<file path="src/rtl/clk_time_pkg.sv">
// =============================================================================
// Package     : clk_time_pkg
// Description : Shared definitions for the time setter: edit-state encoding,
//               field-select codes, weekday codes and calendar helper functions.
// Revision    : 1.0 - initial release
// =============================================================================
`default_nettype none

package clk_time_pkg;

  // The SET_* encodings equal the field-select codes, so the registered
  // field_sel output can be taken straight from the next state.
  typedef enum logic [2:0] {
    ST_RUN      = 3'd0,
    ST_SET_YEAR = 3'd1,
    ST_SET_MON  = 3'd2,
    ST_SET_DAY  = 3'd3,
    ST_SET_HOUR = 3'd4,
    ST_SET_MIN  = 3'd5,
    ST_SET_SEC  = 3'd6
  } state_e;

  localparam logic [2:0] FS_NONE = 3'd0;
  localparam logic [2:0] FS_YEAR = 3'd1;
  localparam logic [2:0] FS_MON  = 3'd2;
  localparam logic [2:0] FS_DAY  = 3'd3;
  localparam logic [2:0] FS_HOUR = 3'd4;
  localparam logic [2:0] FS_MIN  = 3'd5;
  localparam logic [2:0] FS_SEC  = 3'd6;

  localparam logic [3:0] WD_MON = 4'd1;
  localparam logic [3:0] WD_TUE = 4'd2;
  localparam logic [3:0] WD_WED = 4'd3;
  localparam logic [3:0] WD_THU = 4'd4;
  localparam logic [3:0] WD_FRI = 4'd5;
  localparam logic [3:0] WD_SAT = 4'd6;
  localparam logic [3:0] WD_SUN = 4'd7;

  localparam logic [3:0] MODE_RUN = 4'd1;
  localparam logic [3:0] MODE_SET = 4'd0;

  // Gregorian leap year rule.
  function automatic logic is_leap(input logic [14:0] year);
    return ((year % 15'd4) == 15'd0) &&
           (((year % 15'd100) != 15'd0) || ((year % 15'd400) == 15'd0));
  endfunction

  function automatic logic [4:0] days_in_month(input logic [3:0] month,
                                               input logic [14:0] year);
    logic [4:0] dim;
    case (month)
      4'd2:                    dim = is_leap(year) ? 5'd29 : 5'd28;
      4'd4, 4'd6, 4'd9, 4'd11: dim = 5'd30;
      default:                 dim = 5'd31;
    endcase
    return dim;
  endfunction

endpackage

`default_nettype wire

</file>
<file path="src/rtl/weekday_calc.sv">
// =============================================================================
// Module      : weekday_calc
// Description : Combinational day-of-week (Sakamoto's method).
//   year_i  in  15  Gregorian year (>= 1)
//   month_i in  4   month 1..12
//   day_i   in  5   day 1..31
//   week_o  out 4   weekday, Mon=1 .. Sun=7
// Revision    : 1.0 - initial release
// =============================================================================
`default_nettype none

module weekday_calc
  import clk_time_pkg::*;
(
  input  logic [14:0] year_i,
  input  logic [3:0]  month_i,
  input  logic [4:0]  day_i,
  output logic [3:0]  week_o
);

  logic [15:0] y;
  logic [3:0]  t;
  logic [16:0] sum;
  logic [2:0]  dow;

  always_comb begin
    // Jan/Feb are treated as months of the previous year.
    y = {1'b0, year_i} - {15'd0, (month_i < 4'd3)};
    case (month_i)
      4'd1:    t = 4'd0;
      4'd2:    t = 4'd3;
      4'd3:    t = 4'd2;
      4'd4:    t = 4'd5;
      4'd5:    t = 4'd0;
      4'd6:    t = 4'd3;
      4'd7:    t = 4'd5;
      4'd8:    t = 4'd1;
      4'd9:    t = 4'd4;
      4'd10:   t = 4'd6;
      4'd11:   t = 4'd2;
      4'd12:   t = 4'd4;
      default: t = 4'd0;
    endcase
    sum = {1'b0, y} + 17'(y / 16'd4) - 17'(y / 16'd100) + 17'(y / 16'd400)
        + {13'd0, t} + {12'd0, day_i};
    // Result 0 is Sunday.
    dow = 3'(sum % 17'd7);
    week_o = (dow == 3'd0) ? WD_SUN : {1'b0, dow};
  end

endmodule

`default_nettype wire

</file>
<file path="src/rtl/time_setter.sv">
// =============================================================================
// Module      : time_setter
// Description : Button-driven calendar/time editor producing the load bus for
//               the time keeper. RUN drives mode=1 (keeper free-runs); SET
//               drives mode=0 (keeper loads the edited values). Entering SET
//               captures the keeper's live time, clamped to legal ranges.
//   clk, rst_n                 clock, synchronous active-low reset
//   btn_mode/next/up/down  in  debounced button levels (rising edge acts)
//   cur_year..cur_sec      in  live time from the keeper
//   year_d..sec_d          out edited date/time
//   week_s                 out weekday of edited date, Mon=1..Sun=7
//   mode                   out 1 RUN, 0 SET
//   field_sel              out selected field, 0 in RUN
// Configuration macro: TIME_SETTER_AUTO_REPEAT_EN enables auto-repeat of held
//   up/down buttons (REPEAT_DLY first step, then every REPEAT_PER cycles).
// Revision    : 1.0 - initial release
// =============================================================================
`default_nettype none

module time_setter
  import clk_time_pkg::*;
#(
  parameter int unsigned DEF_YEAR   = 2023,
  parameter int unsigned DEF_MONTH  = 5,
  parameter int unsigned DEF_DAY    = 9,
  parameter int unsigned DEF_HOUR   = 11,
  parameter int unsigned DEF_MIN    = 59,
  parameter int unsigned DEF_SEC    = 58,
  parameter int unsigned YEAR_MIN   = 1,
  parameter int unsigned YEAR_MAX   = 9999,
  parameter int unsigned REPEAT_DLY = 50_000_000,
  parameter int unsigned REPEAT_PER = 10_000_000
) (
  input  logic        clk,
  input  logic        rst_n,
  input  logic        btn_mode,
  input  logic        btn_next,
  input  logic        btn_up,
  input  logic        btn_down,
  input  logic [15:0] cur_year,
  input  logic [5:0]  cur_month,
  input  logic [10:0] cur_day,
  input  logic [10:0] cur_hour,
  input  logic [10:0] cur_min,
  input  logic [10:0] cur_sec,
  output logic [14:0] year_d,
  output logic [3:0]  month_d,
  output logic [4:0]  day_d,
  output logic [5:0]  hour_d,
  output logic [5:0]  min_d,
  output logic [5:0]  sec_d,
  output logic [3:0]  week_s,
  output logic [3:0]  mode,
  output logic [2:0]  field_sel
);

  localparam logic [14:0] YMIN = 15'(YEAR_MIN);
  localparam logic [14:0] YMAX = 15'(YEAR_MAX);

  // Parameter sanity: the repeat reload value is REPEAT_DLY - REPEAT_PER.
  if (REPEAT_PER == 0 || REPEAT_PER > REPEAT_DLY || YEAR_MIN == 0 ||
      YEAR_MIN > YEAR_MAX) begin : g_bad_params
    $error("time_setter: illegal parameter combination");
  end

  state_e      state_q, state_d;
  logic        btn_mode_q, btn_next_q, btn_up_q, btn_down_q;
  logic [14:0] ed_year_q,  ed_year_d;
  logic [3:0]  ed_month_q, ed_month_d;
  logic [4:0]  ed_day_q,   ed_day_d;
  logic [5:0]  ed_hour_q,  ed_hour_d;
  logic [5:0]  ed_min_q,   ed_min_d;
  logic [5:0]  ed_sec_q,   ed_sec_d;
  logic [3:0]  week_q,     week_d;
  logic [3:0]  mode_q,     mode_d;
  logic [2:0]  field_q,    field_d;

  logic        e_mode, e_next, e_up, e_down;
  logic        rpt_up, rpt_dn, step_up, step_dn;
  logic [14:0] cap_year;
  logic [3:0]  cap_month;
  logic [4:0]  cap_day, cap_dim, dim_cur;
  logic [5:0]  cap_hour, cap_min, cap_sec;

  assign e_mode = btn_mode & ~btn_mode_q;
  assign e_next = btn_next & ~btn_next_q;
  assign e_up   = btn_up   & ~btn_up_q;
  assign e_down = btn_down & ~btn_down_q;

`ifdef TIME_SETTER_AUTO_REPEAT_EN
  logic [31:0] rpt_cnt_q, rpt_cnt_d;
  logic        held_up, held_dn, rpt_fire;

  always_comb begin
    held_up   = btn_up & btn_up_q & ~btn_down;
    held_dn   = btn_down & btn_down_q & ~btn_up;
    rpt_cnt_d = '0;
    rpt_fire  = 1'b0;
    if ((state_q != ST_RUN) && !e_mode && !e_next && (held_up | held_dn)) begin
      if (rpt_cnt_q + 32'd1 == 32'(REPEAT_DLY)) begin
        rpt_fire  = 1'b1;
        // Reload so the next step lands REPEAT_PER cycles later.
        rpt_cnt_d = 32'(REPEAT_DLY) - 32'(REPEAT_PER);
      end else begin
        rpt_cnt_d = rpt_cnt_q + 32'd1;
      end
    end
  end

  always_ff @(posedge clk) begin
    if (!rst_n) rpt_cnt_q <= '0;
    else        rpt_cnt_q <= rpt_cnt_d;
  end

  assign rpt_up = rpt_fire & held_up;
  assign rpt_dn = rpt_fire & held_dn;
`else
  assign rpt_up = 1'b0;
  assign rpt_dn = 1'b0;
`endif

  // Simultaneous up and down edges cancel.
  assign step_up = (e_up & ~e_down) | rpt_up;
  assign step_dn = (e_down & ~e_up) | rpt_dn;

  // Live time clamped into legal ranges for capture on SET entry.
  always_comb begin
    cap_year  = (cur_year < 16'(YEAR_MIN)) ? YMIN :
                (cur_year > 16'(YEAR_MAX)) ? YMAX : cur_year[14:0];
    cap_month = (cur_month == 6'd0) ? 4'd1 :
                (cur_month > 6'd12) ? 4'd12 : cur_month[3:0];
    cap_dim   = days_in_month(cap_month, cap_year);
    cap_day   = (cur_day == 11'd0) ? 5'd1 :
                (cur_day > {6'd0, cap_dim}) ? cap_dim : cur_day[4:0];
    cap_hour  = (cur_hour > 11'd23) ? 6'd23 : cur_hour[5:0];
    cap_min   = (cur_min  > 11'd59) ? 6'd59 : cur_min[5:0];
    cap_sec   = (cur_sec  > 11'd59) ? 6'd59 : cur_sec[5:0];
  end

  weekday_calc u_weekday (
    .year_i  (ed_year_q),
    .month_i (ed_month_q),
    .day_i   (ed_day_q),
    .week_o  (week_d)
  );

  always_comb begin
    state_d    = state_q;
    ed_year_d  = ed_year_q;
    ed_month_d = ed_month_q;
    ed_day_d   = ed_day_q;
    ed_hour_d  = ed_hour_q;
    ed_min_d   = ed_min_q;
    ed_sec_d   = ed_sec_q;
    dim_cur    = days_in_month(ed_month_q, ed_year_q);

    if (e_mode) begin
      if (state_q == ST_RUN) begin
        state_d    = ST_SET_YEAR;
        ed_year_d  = cap_year;
        ed_month_d = cap_month;
        ed_day_d   = cap_day;
        ed_hour_d  = cap_hour;
        ed_min_d   = cap_min;
        ed_sec_d   = cap_sec;
      end else begin
        state_d = ST_RUN;
      end
    end else if (state_q != ST_RUN) begin
      if (e_next) begin
        case (state_q)
          ST_SET_YEAR: state_d = ST_SET_MON;
          ST_SET_MON:  state_d = ST_SET_DAY;
          ST_SET_DAY:  state_d = ST_SET_HOUR;
          ST_SET_HOUR: state_d = ST_SET_MIN;
          ST_SET_MIN:  state_d = ST_SET_SEC;
          default:     state_d = ST_SET_YEAR;
        endcase
      end else if (step_up ^ step_dn) begin
        case (state_q)
          ST_SET_YEAR: begin
            if (step_up) ed_year_d = (ed_year_q >= YMAX) ? YMIN : ed_year_q + 15'd1;
            else         ed_year_d = (ed_year_q <= YMIN) ? YMAX : ed_year_q - 15'd1;
            if (ed_day_q > days_in_month(ed_month_q, ed_year_d))
              ed_day_d = days_in_month(ed_month_q, ed_year_d);
          end
          ST_SET_MON: begin
            if (step_up) ed_month_d = (ed_month_q >= 4'd12) ? 4'd1 : ed_month_q + 4'd1;
            else         ed_month_d = (ed_month_q <= 4'd1) ? 4'd12 : ed_month_q - 4'd1;
            if (ed_day_q > days_in_month(ed_month_d, ed_year_q))
              ed_day_d = days_in_month(ed_month_d, ed_year_q);
          end
          ST_SET_DAY: begin
            if (step_up) ed_day_d = (ed_day_q >= dim_cur) ? 5'd1 : ed_day_q + 5'd1;
            else         ed_day_d = (ed_day_q <= 5'd1) ? dim_cur : ed_day_q - 5'd1;
          end
          ST_SET_HOUR: begin
            if (step_up) ed_hour_d = (ed_hour_q >= 6'd23) ? 6'd0 : ed_hour_q + 6'd1;
            else         ed_hour_d = (ed_hour_q == 6'd0) ? 6'd23 : ed_hour_q - 6'd1;
          end
          ST_SET_MIN: begin
            if (step_up) ed_min_d = (ed_min_q >= 6'd59) ? 6'd0 : ed_min_q + 6'd1;
            else         ed_min_d = (ed_min_q == 6'd0) ? 6'd59 : ed_min_q - 6'd1;
          end
          default: begin
            if (step_up) ed_sec_d = (ed_sec_q >= 6'd59) ? 6'd0 : ed_sec_q + 6'd1;
            else         ed_sec_d = (ed_sec_q == 6'd0) ? 6'd59 : ed_sec_q - 6'd1;
          end
        endcase
      end
    end

    mode_d  = (state_d == ST_RUN) ? MODE_RUN : MODE_SET;
    field_d = 3'(state_d);
  end

  always_ff @(posedge clk) begin
    if (!rst_n) begin
      state_q    <= ST_RUN;
      btn_mode_q <= 1'b0;
      btn_next_q <= 1'b0;
      btn_up_q   <= 1'b0;
      btn_down_q <= 1'b0;
      ed_year_q  <= 15'(DEF_YEAR);
      ed_month_q <= 4'(DEF_MONTH);
      ed_day_q   <= 5'(DEF_DAY);
      ed_hour_q  <= 6'(DEF_HOUR);
      ed_min_q   <= 6'(DEF_MIN);
      ed_sec_q   <= 6'(DEF_SEC);
      week_q     <= WD_TUE;
      mode_q     <= MODE_RUN;
      field_q    <= FS_NONE;
    end else begin
      state_q    <= state_d;
      btn_mode_q <= btn_mode;
      btn_next_q <= btn_next;
      btn_up_q   <= btn_up;
      btn_down_q <= btn_down;
      ed_year_q  <= ed_year_d;
      ed_month_q <= ed_month_d;
      ed_day_q   <= ed_day_d;
      ed_hour_q  <= ed_hour_d;
      ed_min_q   <= ed_min_d;
      ed_sec_q   <= ed_sec_d;
      week_q     <= week_d;
      mode_q     <= mode_d;
      field_q    <= field_d;
    end
  end

  assign year_d    = ed_year_q;
  assign month_d   = ed_month_q;
  assign day_d     = ed_day_q;
  assign hour_d    = ed_hour_q;
  assign min_d     = ed_min_q;
  assign sec_d     = ed_sec_q;
  assign week_s    = week_q;
  assign mode      = mode_q;
  assign field_sel = field_q;

endmodule

`default_nettype wire

</file>
<file path="config.mk">
export PLATFORM = sky130hd
export DESIGN_NAME = time_setter
export DESIGN_NICKNAME = d
export VERILOG_FILES = /design/src/rtl/clk_time_pkg.sv /design/src/rtl/weekday_calc.sv /design/src/rtl/time_setter.sv
export SDC_FILE = /design/constraint.sdc
export NUM_CORES = 1
export LEC_CHECK = 0
export CAP_MARGIN = 10
export CORE_ASPECT_RATIO = 1.5
export CORE_MARGIN = 2
export CORE_UTILIZATION = 40
export DETAILED_ROUTE_END_ITERATION = 8
export HOLD_SLACK_MARGIN = 0.02
export REMOVE_ABC_BUFFERS = 1
export SLEW_MARGIN = 0
export SYNTH_ARGS = -nofsm -noshare
export SYNTH_HDL_FRONTEND = slang
export SYNTH_HIERARCHICAL = 1
export SYNTH_SLANG_ARGS = --single-unit
</file>
<file path="constraint.sdc">
create_clock -name clk -period 21.3 [get_ports clk]
set_input_delay 4.26 -clock clk [delete_from_list [all_inputs] [get_ports clk]]
set_output_delay 4.26 -clock clk [all_outputs]
set_load 0.01 [all_outputs]
</file>
==> run_results.csv, run 1 <==
group,metric,value,unit
place,gp_congestion,0.945,
die,die_x,164,um
sta,hold_viol,0,
min_path,hold_start,"hour_d[1]$_SDFFE_PN1P_",
run_status,run_status,"finished clean",
setup_path,crit_path_max_fanout,17,
yosys,synth_largest_area_cell,"dfxtp_1",
place,dp_slack,2.68,ns
drt,route.antenna.remaining_nets,0,
setup_path,r2r_end,"week_s[1]$_SDFF_PN1_",
yosys,synth-seq-area-share,0.0703,
sta,timing.clock.skew,0.0159,ns
final_layout,final_util,0.448,
clock_network,holdBufCountCts,0,
sta,setup-violations-final,0,
sta,rsz0062_at_grt,"no",
drt,drt_wl_total,52.2,mm
sta,fmax,52.8,MHz
setup_path,cpMostUsedCell,"ha_1",
setup_path,r2r_slack,2.38,ns
die,ioPinCount,125,
die,coreArea,0.0382,sq mm
min_path,min_path_cells,2,
global_route,grt_start_max_net_pins,60,
clock_network,cts_root_buf,"clkbuf_16",
yosys,synth_area_leaders,"dfxtp_1, ha_1, nor2_1, nand2_1, a21oi_1",
die,start_util,0.403,
setup_path,cp_slowest_stage_delay,0.92,ns
setup_path,worstSetupPathType,"reg -> reg",
clock_network,clkTransAtPathRegs,0.08,ns
clock_network,cts_resized,0,
global_route,grt_pass1_wl,85.4,mm
drt,drc,0,
sta,setup_tns,0,ns
setup_path,r2r_cells,59,
sta,fin_ws,2.38,ns
final_layout,nets,2453,
final_layout,diodes,0,
drt,wl_per_cell,18.8,um
yosys,synthDistinctLibCells,123,
global_route,grt_usage,0.253,
clock_network,clk_latency,0.31,ns
setup_path,cp-end-kind,"flip-flop",
die,die_y,244,um
yosys,ys_warn_count,6,
sta,hold_slack,0.612,ns
sta,period_share,0.888,
global_route,grt_pass1_vias,17148,
min_path,hp-class,"reg -> reg",
sta,relSlewSlack,0.205,
sta,worst_pin_slew,1.19,ns
clock_network,cts_buffers,5,
yosys,synth_top_area_frac,0.0703,
yosys,avgSynthCellArea,6.87,sq um
sta,period_minus_slack,18.92,ns
clock_network,clock-sinks,54,
setup_path,critPathRequiredTime,21.50,ns
clock_network,cts_buffer_depth,2,
clock_network,htree_levels,2,
drt,viasPerCell,6.46,
setup_path,arrival,19.12,ns
sta,drv_slew,0,
global_route,overflow,0,
final_layout,drive_gt1_frac,0.0689,
place,io_buffers,121,
yosys,synth-seq-cells,54,
yosys,synth_flop_cell,"dfxtp_1",
drt,first_pass_iters,7,
die,die-area,0.0401,sq mm
final_layout,area_growth,11.2,%
yosys,async_reset_ff_frac,0,
place,dp_hpwl,40.3,mm
setup_path,slowest_stage,"xor2_1",
flow_run,maxCapViolCount,0,
setup_path,start_kind,"flip-flop",
die,rows,88,
drt,via_count,17923,
clock_network,post-cts-setup-buffer-count,0,
yosys,synth-edff-count,0,
yosys,synth_most_common_cell,"nor2_1",
global_route,antenna_found_initial,0,
setup_path,timing.rr.start,"month_d[0]$_SDFFE_PN1P_",
yosys,synth_cells,2240,
yosys,synth_commonest_cells,"nor2_1, nand2_1, a21oi_1, o21ai_0, inv_1",
min_path,whs_endpoint,"hour_d[1]$_SDFFE_PN1P_",
clock_network,tritoncts,"done",
drt,drt_iter0_markers,1286,
yosys,syn_area,0.0154,sq mm
-- final cells by class --
type / instances / area [sq um]
Inverter: 117 / 439
Multi-Input combinational cell: 1955 / 13400
Sequential cell: 54 / 1080
Fill cell: 3960 / 21100
Clock inverter: 2 / 38.8
Tap cell: 495 / 619
Clock buffer: 6 / 139
Timing Repair Buffer: 145 / 1390
-- state kept, by name, summed over array words and instances (netlist names), 3 cells and up --
| signal | count |
|---|---|
| day_d | 5 |
| year_d | 15 |
| field_sel | 3 |
| sec_d | 6 |
| hour_d | 6 |
| min_d | 6 |
| month_d | 4 |
| week_s | 4 |
-- through the flow --
stage / cell area [sq um] / std cells
6_report: 17100 / 2774
5_1_grt: 17100 / 2774
4_1_cts: 17100 / 2774
3_5_place_dp: 16900 / 2766
3_3_place_gp: 16900 / 2766
2_1_floorplan: 14900 / 2126
-- how the worst max path moves through the flow --
stage / endpoint / from / cells after the start / slack (ns)
2_1_floorplan: week_s[1]$_SDFF_PN1_ / month_d[0]$_SDFFE_PN1P_ / 59 / 4.40
3_3_place_gp: week_s[1]$_SDFF_PN1_ / month_d[0]$_SDFFE_PN1P_ / 60 / 3.32
3_5_place_dp: week_s[1]$_SDFF_PN1_ / month_d[0]$_SDFFE_PN1P_ / 59 / 2.68
4_1_cts: week_s[1]$_SDFF_PN1_ / month_d[0]$_SDFFE_PN1P_ / 59 / 2.60
5_1_grt: week_s[1]$_SDFF_PN1_ / month_d[0]$_SDFFE_PN1P_ / 59 / 0.89
6_report: week_s[1]$_SDFF_PN1_ / month_d[0]$_SDFFE_PN1P_ / 59 / 2.38
-- metal layers --
| metal | up-vias | GRT usage | wire length, um |
|---|---|---|---|
| met3 | 143 | 0.0156 | 1990 |
| met4 | 0 | 0.108 | 2020 |
| met1 | 8517 | 0.282 | 20600 |
| li1 | 8661 | - | - |
| met2 | 602 | 0.484 | 27600 |
| met5 | - | 0 | 0 |
-- critical path: cells and delay by family (launching register included) --
| family | cells | cell delay, ns |
|---|---|---|
| compound gates | 23 | 7.24 |
| xor+xnor | 3 | 1.46 |
| fa+ha+maj | 10 | 3.82 |
| buf+inv | 2 | 0.10 |
| flops | 1 | 0.44 |
| mux | 4 | 1.32 |
| simple gates | 17 | 4.41 |
-- cell usage in the layout, fill, tap and decap left out, types with 42 or more instances in the layout --
cell | netlist | routed
nor2_1 | 204 | 204
nand2_1 | 200 | 200
a21oi_1 | 136 | 136
o21ai_0 | 132 | 132
clkdlybuf4s50_1 | 0 | 121
inv_1 | 109 | 109
nor3_1 | 82 | 82
nand3_1 | 81 | 81
ha_1 | 77 | 76
o211ai_1 | 55 | 55
dfxtp_1 | 54 | 54
xnor2_1 | 50 | 50
o22ai_1 | 42 | 42
-- cell families (layout without fill, tap and decap cells) --
group,after synthesis,in the layout,share of synthesized area
simple gates,861,861,0.285
compound gates,840,840,0.395
buf+inv,233,270,0.0604
fa+ha+maj,116,116,0.105
xor+xnor,77,77,0.0453
mux,57,57,0.0392
flops,54,54,0.0703
other cells,2,4,0.000488
Power of run 1 is not shown: default switching activity piles up to over one toggle a cycle in this logic, so the estimate is an artifact.
==> run 2, diff against run 1 <==
Settings changed: DONT_BUFFER_PORTS set to 1.
==> run 2 against run 1 <==
Net effect:
- sequential share of layout area is 0.49 points higher
- flip-flop and latch count stayed put
- clock skew fell by 0.0090 ns
- highest routed layer unchanged
==> run_results.csv, run 2 (synthesis results as in run 1) <==
group,metric,value,unit
setup_path,r2r_slack,2.31,ns
place,dp_slack,2.69,ns
final_layout,final_cell_mix,"nor2_1, nand2_1, a21oi_1",
global_route,antenna_found_initial,0,
setup_path,crit_family,"compound AO/OA/AOI/OAI gates",
clock_network,tritoncts,"done",
final_layout,nets,2331,
clock_network,htree_levels,2,
sta,timing.clock.skew,0.00686,ns
final_layout,area_growth,3.14,%
final_layout,largest_reg_flops,15,
sta,setup_tns,0,ns
drt,drc,0,
setup_path,cp_num_buf_inv,2,
setup_path,arrival,19.20,ns
place,dp_hpwl,39.4,mm
sta,fin_ws,2.31,ns
setup_path,worstSetupPathType,"reg -> reg",
die,die_x,164,um
min_path,hold_start,"hour_d[1]$_SDFFE_PN1P_",
clock_network,clk_latency,0.31,ns
drt,first_pass_iters,6,
place,gp_congestion,0.956,
drt,route.antenna.remaining_nets,0,
sta,period_minus_slack,18.99,ns
die,ioPinCount,125,
global_route,grt_start_max_net_pins,60,
drt,via_count,17412,
sta,period_share,0.892,
die,start_util,0.403,
setup_path,r2r_end,"week_s[1]$_SDFF_PN1_",
final_layout,drive_gt1_frac,0.0723,
setup_path,cp-end-kind,"flip-flop",
setup_path,cp_slowest_stage_delay,0.88,ns
clock_network,cts_buffer_depth,2,
sta,relSlewSlack,0.269,
global_route,grt_usage,0.244,
setup_path,r2r_cells,59,
min_path,hp-class,"reg -> reg",
clock_network,clock-sinks,54,
clock_network,post-cts-setup-buffer-count,0,
clock_network,holdBufCountCts,0,
drt,drt_iter0_markers,1492,
sta,rsz0062_at_grt,"no",
global_route,overflow,0,
min_path,whs_endpoint,"hour_d[1]$_SDFFE_PN1P_",
final_layout,layout_commonest_cell,"nor2_1",
global_route,grt_pass1_vias,16596,
setup_path,timing.rr.start,"month_d[0]$_SDFFE_PN1P_",
die,die_y,244,um
place,io_buffers,0,
final_layout,multi_input_area,0.0134,sq mm
die,die-area,0.0401,sq mm
setup_path,crit_path_max_fanout,17,
drt,wl_per_cell,19.2,um
sta,fmax,52.7,MHz
clock_network,cts_buffers,5,
min_path,min_path_cells,2,
sta,worst_pin_slew,1.10,ns
setup_path,slowest_stage,"o31ai_1",
drt,drt_wl_total,50.9,mm
clock_network,clkTransAtPathRegs,0.08,ns
final_layout,fillers,3927,
sta,setup-violations-final,0,
global_route,grt_pass1_wl,82.4,mm
final_layout,diodes,0,
setup_path,cpMostUsedCell,"ha_1",
clock_network,cts_root_buf,"clkbuf_16",
final_layout,regArea,0.00108,sq mm
die,rows,88,
clock_network,cts_resized,0,
sta,hold_viol,0,
setup_path,critPathRequiredTime,21.51,ns
die,coreArea,0.0382,sq mm
flow_run,maxCapViolCount,0,
setup_path,start_kind,"flip-flop",
sta,drv_slew,0,
drt,viasPerCell,6.57,
run_status,run_status,"finished clean",
run 2: cell types whose count changed in the layout (fill, tap and decap cells not counted), sizes merged:
cell	change
buf	-1
bufinv	-1
clkdlybuf4s50	-121
clkinv	+2
inv	-1
run 2: cell type report:
| class | instances | share of cell area |
|---|---|---|
| Timing Repair Buffer | 23 | 0.0109 |
| Multi-Input combinational cell | 1955 | 0.844 |
| Inverter | 117 | 0.0277 |
| Clock buffer | 6 | 0.00875 |
| Clock inverter | 2 | 0.00110 |
| Tap cell | 495 | 0.0390 |
| Sequential cell | 54 | 0.0681 |
run 2: metrics by stage:
step	cell area [sq um]	hold slack (ns)	cells	utilization
3_5_place_dp	15700	0.640	2644	0.411
4_1_cts	15900	0.653	2652	0.415
3_3_place_gp	15700	0.624	2644	0.411
6_report	15900	0.648	2652	0.415
5_1_grt	15900	0.696	2652	0.415
2_1_floorplan	14900	0.583	2126	-
run 2: per-layer routing:
metal  vias up  track usage  part of all wire
li1       8431            -                 -
met1      8276        0.259              0.38
met2       560        0.476              0.54
met3       145       0.0231             0.042
met4         0        0.110             0.043
met5         -            0                 0
run 2: how the worst max path moves through the flow:
stage                                      end  depth (start not counted)  slack [ns]                     from
after CTS                 week_s[1]$_SDFF_PN1_                         60        2.65  month_d[0]$_SDFFE_PN1P_
after floorplan           week_s[1]$_SDFF_PN1_                         59        4.40  month_d[0]$_SDFFE_PN1P_
final                     week_s[1]$_SDFF_PN1_                         59        2.31  month_d[0]$_SDFFE_PN1P_
after global routing      week_s[1]$_SDFF_PN1_                         59        0.90  month_d[0]$_SDFFE_PN1P_
after global placement    week_s[1]$_SDFF_PN1_                         61        3.28  month_d[0]$_SDFFE_PN1P_
after detailed placement  week_s[1]$_SDFF_PN1_                         60        2.69  month_d[0]$_SDFFE_PN1P_
run 2: worst register-to-register path: cells and delay by family (launching register included):
kind / cells / cell delay, ns
fa+ha+maj: 13 / 5.07
buf+inv: 2 / 0.10
mux: 4 / 1.47
simple gates: 13 / 3.88
flops: 1 / 0.50
xor+xnor: 2 / 0.54
compound gates: 25 / 7.35
Power of run 2 is left out for the same reason.
==> patch: new RTL, settings of run 1 <==
Remove the register `field_q`: a continuous assignment takes its place, so the output `field_sel` follows one clock earlier.
--- a/src/rtl/time_setter.sv
+++ b/src/rtl/time_setter.sv
@@ -229,7 +229,6 @@
       ed_sec_q   <= 6'(DEF_SEC);
       week_q     <= WD_TUE;
       mode_q     <= MODE_RUN;
-      field_q    <= FS_NONE;
     end else begin
       state_q    <= state_d;
       btn_mode_q <= btn_mode;
@@ -244,9 +243,10 @@
       ed_sec_q   <= ed_sec_d;
       week_q     <= week_d;
       mode_q     <= mode_d;
-      field_q    <= field_d;
     end
   end
+
+  assign field_q = field_d;
 
   assign year_d    = ed_year_q;
   assign month_d   = ed_month_q;
Behaviour: not the same (Yosys sat finds a counterexample within 4 cycles, from zero or initial values and one cycle with rst_n low).
==> patch against run 1 <==
- routed wire length grew 0.89%
- setup slack improved by 270 ps
- global-route usage is 1.0 points lower
- final area rose by 1.3%
- sequential cell count unchanged
- fmax up 1.5%
- synthesized area rose by 1.9%
- die area rose by 1.9%
Power is left out: the tool's default activity adds up to more than one toggle a clock period on the data nets, which glitch-free logic cannot reach.
==> patch: results (changes against run 1) <==
The xor/xnor cell area share of the yosys netlist came out at 4.78% (was 4.53%). The wire length on met2 came out at 26,300 um (was 27,600 um). The count of nets after finishing came to 2,467 (was 2,453). The overall global routing resource usage came out at 24.2% (was 25.3%).

The final cell count without fillers is 2,788 (was 2,774). The internal reg-to-reg setup slack came out at 2650 ps (was 2380 ps). The placement-stage worst setup slack is 2860 ps (was 2680 ps).

The placement-stage cell area came out at 17,200 sq um (was 16,900 sq um). The endpoint arrival time on the critical path came out at 18,840 ps (was 19,120 ps). The placed cell count came out at 2,779 (was 2,766). Largest cells by area after synthesis: dfxtp_1 6.9%, ha_1 6.1%, nand2_1 4.8%, nor2_1 4.7%, a21oi_1 4.3% (was dfxtp_1 7.0%, ha_1 6.3%, nor2_1 5.0%, nand2_1 4.9%, a21oi_1 4.4%). The multiplexer share of the synthesized area is 3.48% (was 3.92%). The part of the Yosys area used for sequential elements was 6.89% (was 7.03%). The wire length on met3 is 2670 um (was 1990 um). The final setup skew came to 12.1 ps (was 15.9 ps). The largest net degree at the start of global routing is 56 (was 60).

The global-route wire length before repair is 85,100 um (was 85,400 um). The area fraction in compound gates after synthesis came to 40.3% (was 39.5%). Status: finished, final reports clean (unchanged). The post-synthesis cell type count came out at 130 (was 123).

The total number of vias came out at 18,232 (was 17,923). The slowest cell on the critical path was o31ai_1 (was xor2_1). The share of layout cells above drive strength 1 is 6.63% (was 6.89%).

The maximum cell stage delay along the critical path came out at 880 ps (was 920 ps). The weighted congestion reported at the end of routability-driven placement came to 0.950 (was 0.945). The number of global-route vias before repair is 16,926 (was 17,148). The total length of routed wires is 52,600 um (was 52,200 um).
patch: cell count changes in the layout (fill, tap and decap cells not counted), moves of 9 or more:
| cell | delta |
|---|---|
| and4_1 | +9 |
| inv_1 | -12 |
| o221ai_1 | -9 |
| o211ai_1 | -13 |
| o31ai_1 | +12 |
| a22oi_1 | +10 |
| a31oi_1 | +9 |
patch: layout make-up:
cell class | instances | area, sq um
clock buffers | 6 | 129
well taps | 495 | 619
multi-input cells | 1977 | 13700
repair buffers | 147 | 1400
flip-flops and latches | 54 | 1080
fillers | 3981 | 21200
inverters | 107 | 402
clock inverters | 2 | 37.5
patch: worst max path at each step:
stage	start	endpoint	slack [ps]
floorplan	month_d[0]	week_s[1]	4390
global placement	month_d[0]	week_s[1]	3380
detailed placement	month_d[0]	week_s[1]	2860
CTS	month_d[0]	week_s[1]	2820
global route	month_d[0]	week_s[1]	1400
finish	month_d[0]	week_s[1]	2650
patch: worst min-delay path: stages, from the launching register on:
cell	delay, ps
dfxtp_1	390
nand2_1	90
o211ai_1	80
